**src/rtl/shift_add_mult_if.sv**
```systemverilog
// Request/result bundle for the sequential shift-add multiplier.
// The master drives operands and controls; the slave returns status and the product.
interface shift_add_mult_if #(
  parameter int WIDTH = 16
);
  logic               start;
  logic               signed_mode;
  logic               acc_en;
  logic               acc_clr;
  logic [WIDTH-1:0]   multiplicand;
  logic [WIDTH-1:0]   multiplier;
  logic               busy;
  logic               done;
  logic [2*WIDTH-1:0] product;

  modport master (
    output start, signed_mode, acc_en, acc_clr, multiplicand, multiplier,
    input  busy, done, product
  );

  modport slave (
    input  start, signed_mode, acc_en, acc_clr, multiplicand, multiplier,
    output busy, done, product
  );
endinterface

```
**src/rtl/shift_add_mult.sv**
```systemverilog
// Radix-2 shift-add multiplier: magnitude multiply over WIDTH cycles, then one
// fix-up cycle that applies the sign and either overwrites or accumulates.
module shift_add_mult #(
  parameter int WIDTH = 16
) (
  input  logic            Clk,
  input  logic            rst_n,
  shift_add_mult_if.slave bus
);

  localparam int CW = $clog2(WIDTH + 1);

  typedef enum logic [1:0] {
    IDLE = 2'd0,
    CALC = 2'd1,
    FIX  = 2'd2
  } state_t;

  state_t             r_state;
  state_t             w_next;

  logic [WIDTH-1:0]   r_a_mag;
  logic               r_sign;
  logic               r_acc;
  logic [2*WIDTH:0]   r_work;
  logic [CW-1:0]      r_count;
  logic [2*WIDTH-1:0] r_product;
  logic               r_done;

  logic               w_load;
  logic               w_step;
  logic               w_fix;
  logic               w_clr;

  logic [WIDTH-1:0]   w_a_mag;
  logic [WIDTH-1:0]   w_b_mag;
  logic               w_sign;
  logic [WIDTH-1:0]   w_addend;
  logic [WIDTH:0]     w_sum;
  logic [2*WIDTH:0]   w_work_step;
  logic [2*WIDTH-1:0] w_raw;
  logic [2*WIDTH-1:0] w_raw_s;
  logic [2*WIDTH-1:0] w_fix_val;

  // Magnitudes fit in WIDTH unsigned bits, including -2^(WIDTH-1).
  assign w_a_mag = (bus.signed_mode && bus.multiplicand[WIDTH-1]) ? -bus.multiplicand
                                                                   : bus.multiplicand;
  assign w_b_mag = (bus.signed_mode && bus.multiplier[WIDTH-1])   ? -bus.multiplier
                                                                   : bus.multiplier;
  assign w_sign  = bus.signed_mode & (bus.multiplicand[WIDTH-1] ^ bus.multiplier[WIDTH-1]);

  // Upper part is < 2^WIDTH after each shift, so the sum never exceeds WIDTH+1 bits.
  assign w_addend    = r_work[0] ? r_a_mag : '0;
  assign w_sum       = r_work[2*WIDTH:WIDTH] + {1'b0, w_addend};
  assign w_work_step = {1'b0, w_sum, r_work[WIDTH-1:1]};

  assign w_raw     = r_work[2*WIDTH-1:0];
  assign w_raw_s   = r_sign ? -w_raw : w_raw;
  assign w_fix_val = r_acc ? (r_product + w_raw_s) : w_raw_s;

  always_ff @(posedge Clk or negedge rst_n) begin
    if (!rst_n) r_state <= IDLE;
    else        r_state <= w_next;
  end

  always_comb begin
    w_next = r_state;
    w_load = 1'b0;
    w_step = 1'b0;
    w_fix  = 1'b0;
    w_clr  = 1'b0;
    case (r_state)
      IDLE: begin
        w_clr = bus.acc_clr;
        if (bus.start) begin
          w_load = 1'b1;
          w_next = CALC;
        end
      end
      CALC: begin
        w_step = 1'b1;
        if (r_count == CW'(1)) w_next = FIX;
      end
      FIX: begin
        w_fix  = 1'b1;
        w_next = IDLE;
      end
      default: w_next = IDLE;
    endcase
  end

  always_ff @(posedge Clk or negedge rst_n) begin
    if (!rst_n) begin
      r_a_mag   <= '0;
      r_sign    <= 1'b0;
      r_acc     <= 1'b0;
      r_work    <= '0;
      r_count   <= '0;
      r_product <= '0;
      r_done    <= 1'b0;
    end else begin
      r_done <= w_fix;
      if (w_load) begin
        r_a_mag <= w_a_mag;
        r_sign  <= w_sign;
        r_acc   <= bus.acc_en;
        r_work  <= {{(WIDTH+1){1'b0}}, w_b_mag};
        r_count <= CW'(WIDTH);
      end else if (w_step) begin
        r_work  <= w_work_step;
        r_count <= r_count - CW'(1);
      end
      // A clear issued with start lands before FIX, so accumulation starts from zero.
      if (w_fix)      r_product <= w_fix_val;
      else if (w_clr) r_product <= '0;
    end
  end

  assign bus.busy    = (r_state != IDLE);
  assign bus.done    = r_done;
  assign bus.product = r_product;

endmodule

```
**src/flat_wrapper.sv**
```systemverilog
// flat-port wrapper written by rule: the top's interface ports become plain ports
module shift_add_mult_flat 
#(
  parameter int WIDTH = 16
)
  (Clk, rst_n, bus_start, bus_signed_mode, bus_acc_en, bus_acc_clr, bus_multiplicand, bus_multiplier, bus_busy, bus_done, bus_product);
  shift_add_mult_if #(.WIDTH(WIDTH)) bus_i ();
  input  logic Clk;
  input  logic rst_n;
  input wire logic [$bits(bus_i.start)-1:0] bus_start;
  input wire logic [$bits(bus_i.signed_mode)-1:0] bus_signed_mode;
  input wire logic [$bits(bus_i.acc_en)-1:0] bus_acc_en;
  input wire logic [$bits(bus_i.acc_clr)-1:0] bus_acc_clr;
  input wire logic [$bits(bus_i.multiplicand)-1:0] bus_multiplicand;
  input wire logic [$bits(bus_i.multiplier)-1:0] bus_multiplier;
  output wire logic [$bits(bus_i.busy)-1:0] bus_busy;
  output wire logic [$bits(bus_i.done)-1:0] bus_done;
  output wire logic [$bits(bus_i.product)-1:0] bus_product;
  assign bus_i.start = bus_start;
  assign bus_i.signed_mode = bus_signed_mode;
  assign bus_i.acc_en = bus_acc_en;
  assign bus_i.acc_clr = bus_acc_clr;
  assign bus_i.multiplicand = bus_multiplicand;
  assign bus_i.multiplier = bus_multiplier;
  assign bus_busy = bus_i.busy;
  assign bus_done = bus_i.done;
  assign bus_product = bus_i.product;
  shift_add_mult #(.WIDTH(WIDTH)) u_core (.Clk(Clk), .rst_n(rst_n), .bus(bus_i));
endmodule
```
**config.mk**
```make
export PLATFORM = sky130hd
export DESIGN_NAME = shift_add_mult_flat
export DESIGN_NICKNAME = d
export VERILOG_FILES = /design/src/rtl/shift_add_mult_if.sv /design/src/rtl/shift_add_mult.sv /design/src/flat_wrapper.sv
export SDC_FILE = /design/constraint.sdc
export NUM_CORES = 1
export LEC_CHECK = 0
export ABC_AREA = 1
export CAP_MARGIN = 0
export CORE_ASPECT_RATIO = 0.7
export CORE_MARGIN = 3
export CORE_UTILIZATION = 50
export CTS_CLUSTER_SIZE = 30
export DETAILED_ROUTE_END_ITERATION = 8
export PLACE_DENSITY = 0.7
export SLEW_MARGIN = 20
export SYNTH_ARGS = -nofsm -noshare
export SYNTH_HDL_FRONTEND = slang
export SYNTH_SLANG_ARGS = --single-unit
export TNS_END_PERCENT = 100
```
**constraint.sdc**
```tcl
create_clock -name Clk -period 3.6 [get_ports Clk]
set_input_delay 0.54 -clock Clk [delete_from_list [all_inputs] [get_ports Clk]]
set_output_delay 0.54 -clock Clk [all_outputs]
set_load 0.05 [all_outputs]
```
Word-level counts from Yosys, hierarchy flattened
Cells that the tools add are included. Widths: inputs -> output; s select.

Eq/ne operators: 5. Bitwise operators: 2. Reductions and logical operators: 7. Muxes and demuxes: 19. Add/sub/neg operators: 6.

Operator list (count): $mux 32 (4); $mux 33 (2); $mux 16 (3); $add 32x32->32 (1); $neg 16->16 (2); $neg 32->32 (1); $add 17x16->17 (1); $mux 5 (2); $reduce_bool 2->1 (3); $eq 5x1->1 const B (1); $mux 1 (5); $sub 5x1->5 const B (1); $mux 2 (2); $pmux 2 s2 (1); $eq 2x1->1 const B (1); $eq 2x2->1 const B (1); $logic_and 1x1->1 (2); $logic_not 2->1 (1); $ne 2x1->1 const B (1); $ne 2x2->1 const B (1); $reduce_and 2->1 (1); $and 1x1->1 (1); $xor 1x1->1 (1).

Output and inout bits: 34. Word-level logic and storage cells: 47. Bits of input ports: 38. Bits in registers: 91.

Longest topological paths before layout
Word-level depth: 5. Mapped depth: 25. Mapped depth without buffers: 24.

Least setup slack after synthesis
OpenSTA, ideal clock, no wires.

Path type: register -> register. Start point: reg u_core.r_work[0]. End point: reg u_core.r_product[31] (netlist: u_core.bus.product[31]). Arrival time: 2.637 ns. Required time: 3.482 ns. Buffers on the path: 1. Path slack: 0.846 ns. Period minus slack after synthesis: 2.754 ns. Stages on the path, launching flop included: 23. Library setup time: 0.118 ns. Cell sequence: dfrtp_1 -> buf_6 -> inv_6 -> ha_1 -> nand3_1 -> nor2_1 -> nand3_1 -> xor2_1 -> nand2_1 -> o21ai_0 -> inv_1 -> ha_1 -> nand2_1 -> nor2_1 -> nand2_1 -> nor2_1 -> nand2_1 -> nand2_1 -> nand2_1 -> nand3_1 -> nand2_1 -> nand3_1 -> nand2_1.

Word-level cells in the longest chain between the ends: 5.

RTL lines: from (decl) (line shift_add_mult.sv:25) `logic [2*WIDTH:0] r_work;`; from (signal assigned) (line shift_add_mult.sv:107) `r_work <= {{(WIDTH+1){1'b0}}, w_b_mag};`; from (signal assigned) (line shift_add_mult.sv:110) `r_work <= w_work_step;`; $neg 32->32 (line shift_add_mult.sv:58) `assign w_raw_s = r_sign ? -w_raw : w_raw;`; $mux 32 * (line shift_add_mult.sv:58); $add 32x32->32 (line shift_add_mult.sv:59) `assign w_fix_val = r_acc ? (r_product + w_raw_s) : w_raw_s;`; $mux 32 * (line shift_add_mult.sv:59); $mux 32 * (line shift_add_mult.sv:114) `if (w_fix) r_product <= w_fix_val;`; to (signal assigned) (line shift_add_mult.sv:114); to (decl) (line shift_add_mult.sv:27) `logic [2*WIDTH-1:0] r_product;`.

Every way passes the cells marked *; elsewhere a longest branch is shown, timed or not. A chain may end at the register's enable or synchronous reset.

Worst setup path after layout
Start point: reg u_core.r_work[17]. End point: reg u_core.r_product[26] (netlist: u_core.bus.product[26]).

The elaborated chain is that of the path after synthesis.

==> impl_metrics.yaml <==
finish:
  area_growth_pct: 14.3
  nFillCells: 1617
  antenna_cells: 0
  layout-drive-gt1-share: 0.0588
  final_util: 0.595
  final_nets: 1521
power_and_ir_drop:
  power.static_leakage_nw: 5.13
  powerDensity_mw_per_mm2: 895
  ir_worst_vdd_mv: 0.511
  fin_total_pwr_w: 0.00886
sta:
  clock.fmax_mhz: 288
  skew_ns: 0.0133
  min_period_ns: 3.47
  timing_hold_violations_final: 0
  rsz0062_at_grt: "false"
  setup_viol: 0
  finalSetupTns_ns: 0
  tightest_slew_ns: 0.733
  finalCritPeriodShare: 0.963
  final_max_slew_viol_count: 0
  relSlewSlack: 0.511
global_route:
  grtUsageTotal: 0.276
  grt_max_degree: 57
  grt_pass1_vias: 8193
  antenna_found_initial: 0
  grt_pass1_wl_mm: 41.7
  grt-ovfl-total: 0
routing:
  postRouteAntennaNets: 0
  drt-pass1-iter-count: 6
  avgViaCountPerCell: 5.50
  totalWireLength_mm: 25.8
  num_vias: 9095
  drc_errors: 0
  drt_iter0_markers: 995
  wl_per_cell_um: 15.6
setup_path:
  required_ns: 3.86
  end_kind: "flop"
  crit_buf_inv: 2
  cp-start-kind: "flop"
  critical_path_class: "flop to flop"
  critPathMaxFanout: 5
  worstPathCellList: "inv_1, nand3_1, nor2_1, nand2_1, nor2_1, xor2_1, nand2_1, o21ai_0, inv_1, ha_1, nand2_1, nor2_1, nand2_1, nand3b_1, nand3_1, nand3_1, nand2_1, nand2_1"
  worst_ep_arrival_time_ns: 3.73
  slowest_delay_ns: 0.44
  cp_slowest_cell: "dfrtp_1"
  critPathMostFrequentCell: "nand2_1"
  crit_family: "simple AND/OR/NAND/NOR gates"
clock_network:
  worst_skew_pair.late_latency_ns: 0.37
  cts-root-buf: "clkbuf_16"
  h-tree-depth: 3
  clock_sinks: 90
  clkTransAtPathRegs_ns: 0.08
  cts_tree: "yes"
  cts-hold-fix-buffers: 0
  cts_setup_buffers: 0
  post_cts_resized: 0
  clk_path_buf_depth: 2
  cts_buffers: 9
die:
  die_h_um: 116
  die_x_um: 163
  fp.coreArea_mm2: 0.0166
  start_util: 0.520
  ioPinCount: 72
  rows: 39
  die_area_mm2: 0.0189
placement:
  gp_congestion: 1.02
  portBuffers: 71
  dpl.hpwl_mm: 20.0
flow_run:
  drv_cap: 0
yosys:
  async_flop_share: 1.00
  ys_ff_latch: 90
  synthesis.nets: 1458
  synth-seq-area-share: 0.260
  synth_area_mm2: 0.00865
  ys.flop_type: "dfrtp_1"
  synth-edff-count: 0
  ys_types: 54
  yosysWarningCount: 0
  syn_inst: 1360
  syn_area_per_cell_um2: 6.36
worst_hold_path:
  min_path_type: "input pin to asynchronous set/reset pin"
run_status:
  status: "complete, no violations"
## metal layers
layer	routed length, µm	global-route usage	vias up
li1	-	-	4539
met1	12400	0.419	4174
met2	10500	0.399	360
met3	2560	0.0682	22
met4	240	0.0496	0
met5	0	0	-
## power by group
group | switching, W | leakage [nW] | internal [W]
Clock | 0.000482 | 0.136 | 0.000483
Sequential | 0.000425 | 1.14 | 0.00143
Combinational | 0.00405 | 3.85 | 0.00200
## cells in the final DEF (no fill, tap or decap), drive strengths merged
| cell type | synthesis | layout |
|---|---|---|
| o211ai | 4 | 4 |
| xnor2 | 11 | 11 |
| nor2 | 123 | 123 |
| a22oi | 5 | 5 |
| xor2 | 28 | 28 |
| o211a | 1 | 1 |
| ha | 58 | 58 |
| a211oi | 2 | 2 |
| buf | 16 | 14 |
| o31ai | 1 | 1 |
| o21bai | 10 | 10 |
| fa | 2 | 2 |
| nand3b | 7 | 7 |
| dfrtp | 90 | 90 |
| clkinv | 2 | 3 |
| clkinvlp | 0 | 2 |
| o22ai | 8 | 8 |
| o21ai | 133 | 133 |
| a31oi | 2 | 2 |
| a221oi | 1 | 1 |
| a21o | 4 | 4 |
| o21a | 3 | 3 |
| nand3 | 107 | 107 |
| nor3 | 21 | 21 |
| and2 | 3 | 3 |
| a21oi | 68 | 68 |
| clkdlybuf4s50 | 0 | 70 |
| nand2 | 417 | 417 |
| clkbuf | 15 | 9 |
| nand4 | 20 | 20 |
| o221ai | 1 | 1 |
| a32o | 3 | 3 |
| or2 | 5 | 5 |
| inv | 187 | 191 |
| nand2b | 1 | 1 |
## worst paths after layout
path | to | from | slack, ns | depth (start not counted)
worst max-delay path | u_core.bus.product[26] | u_core.r_work[17] | 0.13 | 18
worst min-delay path | u_core.r_count[3] | rst_n | 0.21 | 1
worst max register to register | u_core.bus.product[26] | u_core.r_work[17] | 0.13 | 18
worst min register to register | u_core.r_count[4] | u_core.r_count[4] | 0.49 | 1
max in group asynchronous | u_core.bus.product[26] | rst_n | 2.57 | 2
min in group Clk | u_core.r_count[4] | u_core.r_count[4] | 0.49 | 1
## layout make-up
cell class	count	area, µm²	share of cell area
sequential	90	2250	0.228
inverter	189	714	0.0722
clock inverter	7	60.1	0.00607
timing repair buffer	84	806	0.0814
multi-input combinational	1049	5560	0.562
tap	225	282	0.0284
clock buffer	9	225	0.0228
## through the flow
step / instance area, µm² / hold WS, ns / std cells / setup WS [ns]
floorplan: 8650 / 0.244 / 1360 / 0.846
global placement: 9580 / 0.470 / 1637 / 0.318
detailed placement: 9580 / 0.473 / 1637 / 0.141
CTS: 9860 / 0.256 / 1653 / 0.0892
global route: 9900 / 0.273 / 1653 / 0.00290
finish: 9900 / 0.213 / 1653 / 0.132
## kinds of logic after synthesis
group,share of synthesized area
xor gates and xnor gates,0.0403
buffers and inverters,0.102
and+or+nand+nor,0.351
adders and majority gates,0.0885
AOI/OAI and AO/OA,0.158
DFF,0.260
## state kept, by name, indices dropped and copies added (netlist names)
register	flops
u_core.bus.done	1
u_core.r_sign	1
u_core.r_acc	1
u_core.r_state	2
u_core.r_work	32
u_core.r_a_mag	16
u_core.r_count	5
u_core.bus.product	32
## synthesized netlist by cell type (2+ instances only)
master    instances  share of area
buf_2            12         0.0069
xnor2_1          11          0.011
a31oi_1           2         0.0014
nand4_2           2         0.0029
nor2_4            4         0.0052
o21bai_1         10         0.0087
nand4_1          18          0.013
xor2_1           27          0.027
dfrtp_1          90           0.26
buf_6             2         0.0026
nand3_1         106          0.061
a211oi_1          2         0.0017
nor2_1          108          0.047
clkinv_1          2        0.00087
nand2_1         407           0.18
a22oi_1           5         0.0043
nor3_2            2         0.0023
or2_2             3         0.0022
inv_1           182          0.079
or2_1             2         0.0014
a21o_1            4         0.0035
o21ai_2           3         0.0030
nand2_4           2         0.0026
nor3_1           19          0.011
a21oi_1          67          0.039
o21a_1            3         0.0026
a32o_1            3         0.0035
and2_4            2         0.0020
o211ai_1          4         0.0035
inv_2             4         0.0017
o21ai_1          17         0.0098
clkbuf_1         14         0.0061
ha_1             58          0.084
fa_1              2         0.0046
nand2_2           8         0.0058
nand3b_1          7         0.0061
o22ai_1           8         0.0058
nor2_2           11         0.0080
o21ai_0         112          0.065
No activity file was read; power rests on OpenSTA's default activity.
